### config.mk
export PLATFORM = sky130hd
export DESIGN_NAME = dmem_port_arbiter
export DESIGN_NICKNAME = d
export VERILOG_FILES = /design/src/rtl/dmem_port_arbiter.sv
export SDC_FILE = /design/constraint.sdc
export NUM_CORES = 1
export LEC_CHECK = 0
export CORE_AREA = 4 4 151 153
export CTS_CLUSTER_DIAMETER = 150
export CTS_CLUSTER_SIZE = 16
export DETAILED_ROUTE_END_ITERATION = 12
export DIE_AREA = 0 0 155 157
export HOLD_SLACK_MARGIN = 0.12
export SLEW_MARGIN = 20
export SYNTH_ARGS = -nofsm -noshare
export SYNTH_HDL_FRONTEND = slang
export SYNTH_SLANG_ARGS = --single-unit
### constraint.sdc
create_clock -name clock -period 3.25 [get_ports clock]
set_input_delay 0.975 -clock clock [delete_from_list [all_inputs] [get_ports clock]]
set_output_delay 0.975 -clock clock [all_outputs]
set_load 0.02 [all_outputs]
### src/rtl/dmem_port_arbiter.sv
// dmem_port_arbiter
//   Shares a dual-port data memory between two pipeline lanes (a = older,
//   b = younger) and a background loader.
//
//   Lanes normally own one port each. Suppose both lanes hit the same address
//   and at least one of them writes. The access is then split over two cycles.
//   Lane a goes first and its read data is parked in hold_a. Lane b follows on
//   the next cycle. As a result, a write from b always lands last, and a read
//   from a always sees the pre-write value.
//
//   The loader takes any idle port, with port b preferred. If it is blocked
//   for STARVE_LIMIT consecutive cycles, it receives a forced cycle on port a.
//   During that forced cycle both lanes are stalled.
//
//   Ports
//     clock, reset              rising-edge clock, async active-low reset
//     a_*/b_*                   lane requests (req, we, addr[11:0], wdata[31:0])
//     ld_valid/ld_we/ld_addr/ld_wdata, ld_ready   loader request / accept
//     a_rdata, b_rdata, ld_rdata                  read data to requesters
//     stall                     pipeline must hold both lanes this cycle
//     address_dmem_*, data_*, wren_*, q_dmem_*    dual-port dmem drive / return
//                               (dmem is clocked on the inverted clock, so q is
//                               valid in the same cycle as the address)
module dmem_port_arbiter #(
  parameter int STARVE_LIMIT = 8
) (
  input  logic        clock,
  input  logic        reset,
  input  logic        a_req,
  input  logic        a_we,
  input  logic [11:0] a_addr,
  input  logic [31:0] a_wdata,
  input  logic        b_req,
  input  logic        b_we,
  input  logic [11:0] b_addr,
  input  logic [31:0] b_wdata,
  input  logic        ld_valid,
  input  logic        ld_we,
  input  logic [11:0] ld_addr,
  input  logic [31:0] ld_wdata,
  output logic        ld_ready,
  output logic [31:0] a_rdata,
  output logic [31:0] b_rdata,
  output logic [31:0] ld_rdata,
  output logic        stall,
  output logic [11:0] address_dmem_a,
  output logic [11:0] address_dmem_b,
  output logic [31:0] data_a,
  output logic [31:0] data_b,
  output logic        wren_a,
  output logic        wren_b,
  input  logic [31:0] q_dmem_a,
  input  logic [31:0] q_dmem_b
);

  localparam int CW = $clog2(STARVE_LIMIT + 1);
  localparam logic [CW-1:0] LIMIT = CW'(STARVE_LIMIT);

  typedef enum logic [1:0] {NORMAL, SPLIT, FORCE} state_e;

  state_e        state_q, state_d;
  logic [CW-1:0] cnt_q, cnt_d;
  logic [31:0]   hold_a_q, hold_a_d;

  logic conflict;
  logic wren_a_c, wren_b_c, stall_c, ld_ready_c;

  assign conflict = a_req & b_req & (a_addr == b_addr) & (a_we | b_we);

  always_comb begin
    state_d        = state_q;
    cnt_d          = cnt_q;
    hold_a_d       = hold_a_q;
    address_dmem_a = '0;
    address_dmem_b = '0;
    data_a         = '0;
    data_b         = '0;
    wren_a_c       = 1'b0;
    wren_b_c       = 1'b0;
    stall_c        = 1'b0;
    ld_ready_c     = 1'b0;
    a_rdata        = q_dmem_a;
    b_rdata        = q_dmem_b;
    ld_rdata       = q_dmem_a;

    case (state_q)
      NORMAL: begin
        if (conflict) begin
          // First half of a split: lane a only. Its read data is parked so
          // that it can be returned again while lane b completes.
          address_dmem_a = a_addr;
          data_a         = a_wdata;
          wren_a_c       = a_we;
          stall_c        = 1'b1;
          hold_a_d       = q_dmem_a;
          state_d        = SPLIT;
          if (ld_valid && cnt_q != LIMIT) cnt_d = cnt_q + CW'(1);
        end else begin
          if (a_req) begin
            address_dmem_a = a_addr;
            data_a         = a_wdata;
            wren_a_c       = a_we;
          end
          if (b_req) begin
            address_dmem_b = b_addr;
            data_b         = b_wdata;
            wren_b_c       = b_we;
          end
          // Loader fills an idle port; port b first, so port a stays free
          // for the older lane.
          if (ld_valid && !b_req) begin
            address_dmem_b = ld_addr;
            data_b         = ld_wdata;
            wren_b_c       = ld_we;
            ld_ready_c     = 1'b1;
            ld_rdata       = q_dmem_b;
          end else if (ld_valid && !a_req) begin
            address_dmem_a = ld_addr;
            data_a         = ld_wdata;
            wren_a_c       = ld_we;
            ld_ready_c     = 1'b1;
            ld_rdata       = q_dmem_a;
          end
          if (ld_ready_c) begin
            cnt_d = '0;
          end else if (ld_valid && cnt_q != LIMIT) begin
            cnt_d = cnt_q + CW'(1);
          end
          // Moves to FORCE on the same edge that brings the counter to the
          // limit. The forced slot therefore directly follows the
          // STARVE_LIMIT-th blocked cycle.
          if (cnt_d == LIMIT) state_d = FORCE;
        end
      end

      SPLIT: begin
        // Lane inputs are still held by the pipeline. Only b is issued here;
        // lane a already completed in the previous cycle.
        if (b_req) begin
          address_dmem_b = b_addr;
          data_b         = b_wdata;
          wren_b_c       = b_we;
        end
        a_rdata = hold_a_q;
        // A starvation limit reached during the conflict cycle is served next.
        state_d = (cnt_q == LIMIT) ? FORCE : NORMAL;
      end

      FORCE: begin
        stall_c = 1'b1;
        if (ld_valid) begin
          address_dmem_a = ld_addr;
          data_a         = ld_wdata;
          wren_a_c       = ld_we;
          ld_ready_c     = 1'b1;
        end
        ld_rdata = q_dmem_a;
        cnt_d    = '0;
        state_d  = NORMAL;
      end

      default: state_d = NORMAL;
    endcase
  end

  // Control outputs are gated by reset, so an asserted reset silences the
  // memory and the pipeline without waiting for a clock edge.
  assign wren_a   = wren_a_c & reset;
  assign wren_b   = wren_b_c & reset;
  assign stall    = stall_c & reset;
  assign ld_ready = ld_ready_c & reset;

  always_ff @(posedge clock or negedge reset) begin
    if (!reset) begin
      state_q  <= NORMAL;
      cnt_q    <= '0;
      hold_a_q <= '0;
    end else begin
      state_q  <= state_d;
      cnt_q    <= cnt_d;
      hold_a_q <= hold_a_d;
    end
  end

endmodule

==> key figures <==
Status
  • Status: complete, but fails checks
  • Failing checks: setup timing

Clock tree
  • Htree depth: 2
  • CTS Sinks: 38
  • Worst-path clk slew: 60 ps
  • Skew-Pair Late Insertion Delay: 280 ps
  • Inserted Clock Buffers: 5
  • Root buf cell: clkbuf_16
  • Clock tree buffer depth: 2
  • CTS tree: built
  • CTS Hold Bufs: 0

Placed design
  • IO Port Bufs: 391
  • Post-Place Setup Slack: -983 ps
  • Placed Area: 8160 sq um
  • DP HPWL: 15900 um
  • GP Congestion: 0.832

Die
  • Die height: 157 um
  • Placeable Area: 21600 sq um
  • Width of the die: 155 um
  • Initial Util: 18.3%
  • Num rows: 54
  • IO Pins: 392
  • Die area: 24300 sq um

Drt
  • Final WL: 21700 um
  • Via count: 4885
  • Wire per inst: 20.1 um
  • Via-per-instance ratio: 4.52
  • DRC Markers: 0
  • DRT Pass-1 Iters: 5
  • Detail Route Antenna Nets: 0
  • Starting DRT DRC Count: 221

Worst setup path
  • Crit path kind: in2out
  • Crit path largest cell delay: 320 ps
  • R2r worst-path depth: 6
  • Data arrival time of the worst path: 2530 ps
  • Critical R2R Capture: cnt_q[0]
  • Req. time, crit path: 2270 ps
  • Startpoint Class: primary input
  • Worst Path Buf+Inv: 5
  • Delay-heaviest family, CP: buffers and inverters
  • Worst path cell trace: buf_8, xnor2_4, o2111ai_4, nor4_4, a21o_1, buf_6, buf_12, buf_12, nor2_4, buf_6
  • R2R Setup Slk: 1510 ps
  • Crit end category: primary output
  • Crit Path Max Fanout: 6
  • Reg-to-Reg Start: cnt_q[0]
  • Instance count on the critical path: 10
  • Worst path slowest cell: nor4_4

GRT
  • GRT overflow: 0
  • Largest net degree at the start of global routing: 39
  • Initial antenna violation count: 2
  • Total GRT Usage: 16.2%
  • Vias in the first global route: 5181
  • First-pass GRT wire length: 30900 um

STA
  • Final Critical Period: 3510 ps
  • RSZ-0062 raised after global routing: true
  • Slew HR: 65.6%
  • Final Max Slew Viols: 0
  • Final hold vios: 0
  • Slew @ Worst Pin: 511 ps
  • Final setup fails: 45
  • FMAX: 285 MHz
  • Setup TNS: -9170 ps
  • Fin worst setup slack: -256 ps
  • Final Cycle Share: 108%
  • Clock Skew: 3.06 ps

Power and ir drop
  • Power Internal: 0.00159 W
  • Power Density: 255 nW/um^2
  • Seq pwr share: 21.1%
  • Sw Ratio: 32.5%
  • Switching power: 0.000764 W
  • Clock share of power: 27.3%
  • Leakage: 4.27 nW
  • Peak supply drop: 0.174 mV
  • Share of total power in combinational logic: 51.7%

Layout
  • Final Instance Area: 9230 sq um
  • FILL cells: 2110
  • Leading cell types in the layout, fill and taps excluded: clkdlybuf4s50_1 (208), buf_6 (76), mux2_2 (55)
  • Share of cells above drive strength 1: 46.3%
  • Commonest non-fill, non-tap cell in the layout: clkdlybuf4s50_1
  • Final nets: 1006
  • Area Growth Syn to Fin: 134%
  • Antenna diodes: 0

Synthesis
  • Avg Cell Area, Syn: 9.71 sq um
  • Mapped Cells: 406
  • Number of synthesized flops with an enable pin: 0
  • Synth warn: 0
  • Ys flop type: dfrtp_1
  • Post-synth cell types: 39
  • Synth Cell Area: 3940 sq um
  • Async SR Flop Fraction: 100%
  • Seq/Total Area, Yosys: 24.1%
  • Seq cells post-synth: 38
  • Syn_nets: 612

Flow run
  • Max_cap viols: 0

Worst hold path
  • Hold Path Stages: 1
  • Hold_sp: hold_a_q[0]
  • Hold Path Class: reg2reg
  • WHS Endpoint: hold_a_q[0]
state kept, by name, indices dropped and copies added, names as in the netlist:
name / flops
state_q: 2
hold_a_q: 32
cnt_q: 4
through the flow:
| step | utilization (%) | total power, W | std cells | hold WS (ps) |
|---|---|---|---|---|
| after floorplan | - | 0.000972 | 406 | 474 |
| after global placement | 37.9 | 0.00162 | 1045 | 486 |
| after detailed placement | 37.9 | 0.00162 | 1045 | 489 |
| after CTS | 41.2 | 0.00233 | 1082 | 505 |
| after global routing | 42.8 | 0.00247 | 1081 | 515 |
| final | 42.8 | 0.00235 | 1081 | 502 |
final cells by class:
cell class | count | area, sq um | share of cell area [%]
Sequential cell | 38 | 952 | 10.3
Tap cell | 280 | 350 | 3.80
Multi-Input combinational cell | 295 | 3060 | 33.1
Inverter | 5 | 22.5 | 0.244
Timing Repair Buffer | 455 | 4650 | 50.4
Clock inverter | 3 | 68.8 | 0.746
Clock buffer | 5 | 125 | 1.36
metal layers:
| metal | global-route usage, % | routed length [um] | vias to the layer above |
|---|---|---|---|
| met5 | 0 | 15 | - |
| met4 | 4.16 | 457 | 2 |
| met3 | 4.01 | 1560 | 35 |
| met2 | 27.4 | 11000 | 221 |
| met1 | 20.8 | 8670 | 2349 |
| li1 | - | - | 2278 |
how the worst max path moves through the flow:
stage	startpoint	to	slack, ps
after floorplan	b_addr[5]	address_dmem_b[10]	50
after global placement	b_addr[0]	address_dmem_b[8]	-1000
after detailed placement	b_addr[0]	data_b[13]	-980
after CTS	a_addr[3]	data_b[7]	-250
after global routing	b_addr[1]	wren_b	-370
final	b_addr[1]	address_dmem_b[1]	-260
cell usage after synthesis (2+ instances only):
master,n,share of area [%]
buf_6,3,0.86
nand2_1,10,0.95
a31oi_1,2,0.32
xnor2_1,12,2.7
buf_2,16,2.0
nor2_1,52,5.0
nand3_1,3,0.38
clkbuf_1,13,1.2
a22oi_1,43,8.2
ha_1,2,0.63
a21o_1,2,0.38
nor2b_1,2,0.32
mux2_4,29,11
o21ai_0,2,0.25
nand4_1,3,0.48
inv_1,5,0.48
a22o_1,44,9.8
dfrtp_1,38,24
mux2_2,68,19
buf_4,36,6.9
a21oi_1,3,0.38
power by group through the flow:
stage | registers, W | clock network, W | logic, W
CTS | 0.000496 | 0.000670 | 0.00117
floorplan | 0.000502 | 0 | 0.000470
global placement | 0.000504 | 0 | 0.00112
finish | 0.000496 | 0.000641 | 0.00122
global route | 0.000497 | 0.000695 | 0.00128
detailed placement | 0.000504 | 0 | 0.00112
timing repair:
item | 4_1_cts | 5_1_grt
buffers inserted | 22 | 5
endpoints found under the setup margin | 129 | 124
pin swaps | 39 | 32
resized for setup | 750 | 130
gates cloned | 10 | 1
logic make-up (layout without fill, tap and decap cells):
family | count (synthesis) | after routing | share of synthesized area (%)
and+or+nand+nor | 77 | 77 | 9.02
DFF | 38 | 38 | 24.1
buffers and inverters | 73 | 468 | 11.5
xor gates and xnor gates | 13 | 13 | 2.89
AOI/OAI and AO/OA | 106 | 106 | 21.4
muxes | 97 | 97 | 30.5
adders and majority gates | 2 | 2 | 0.635
(Power assumes the default switching activity.)
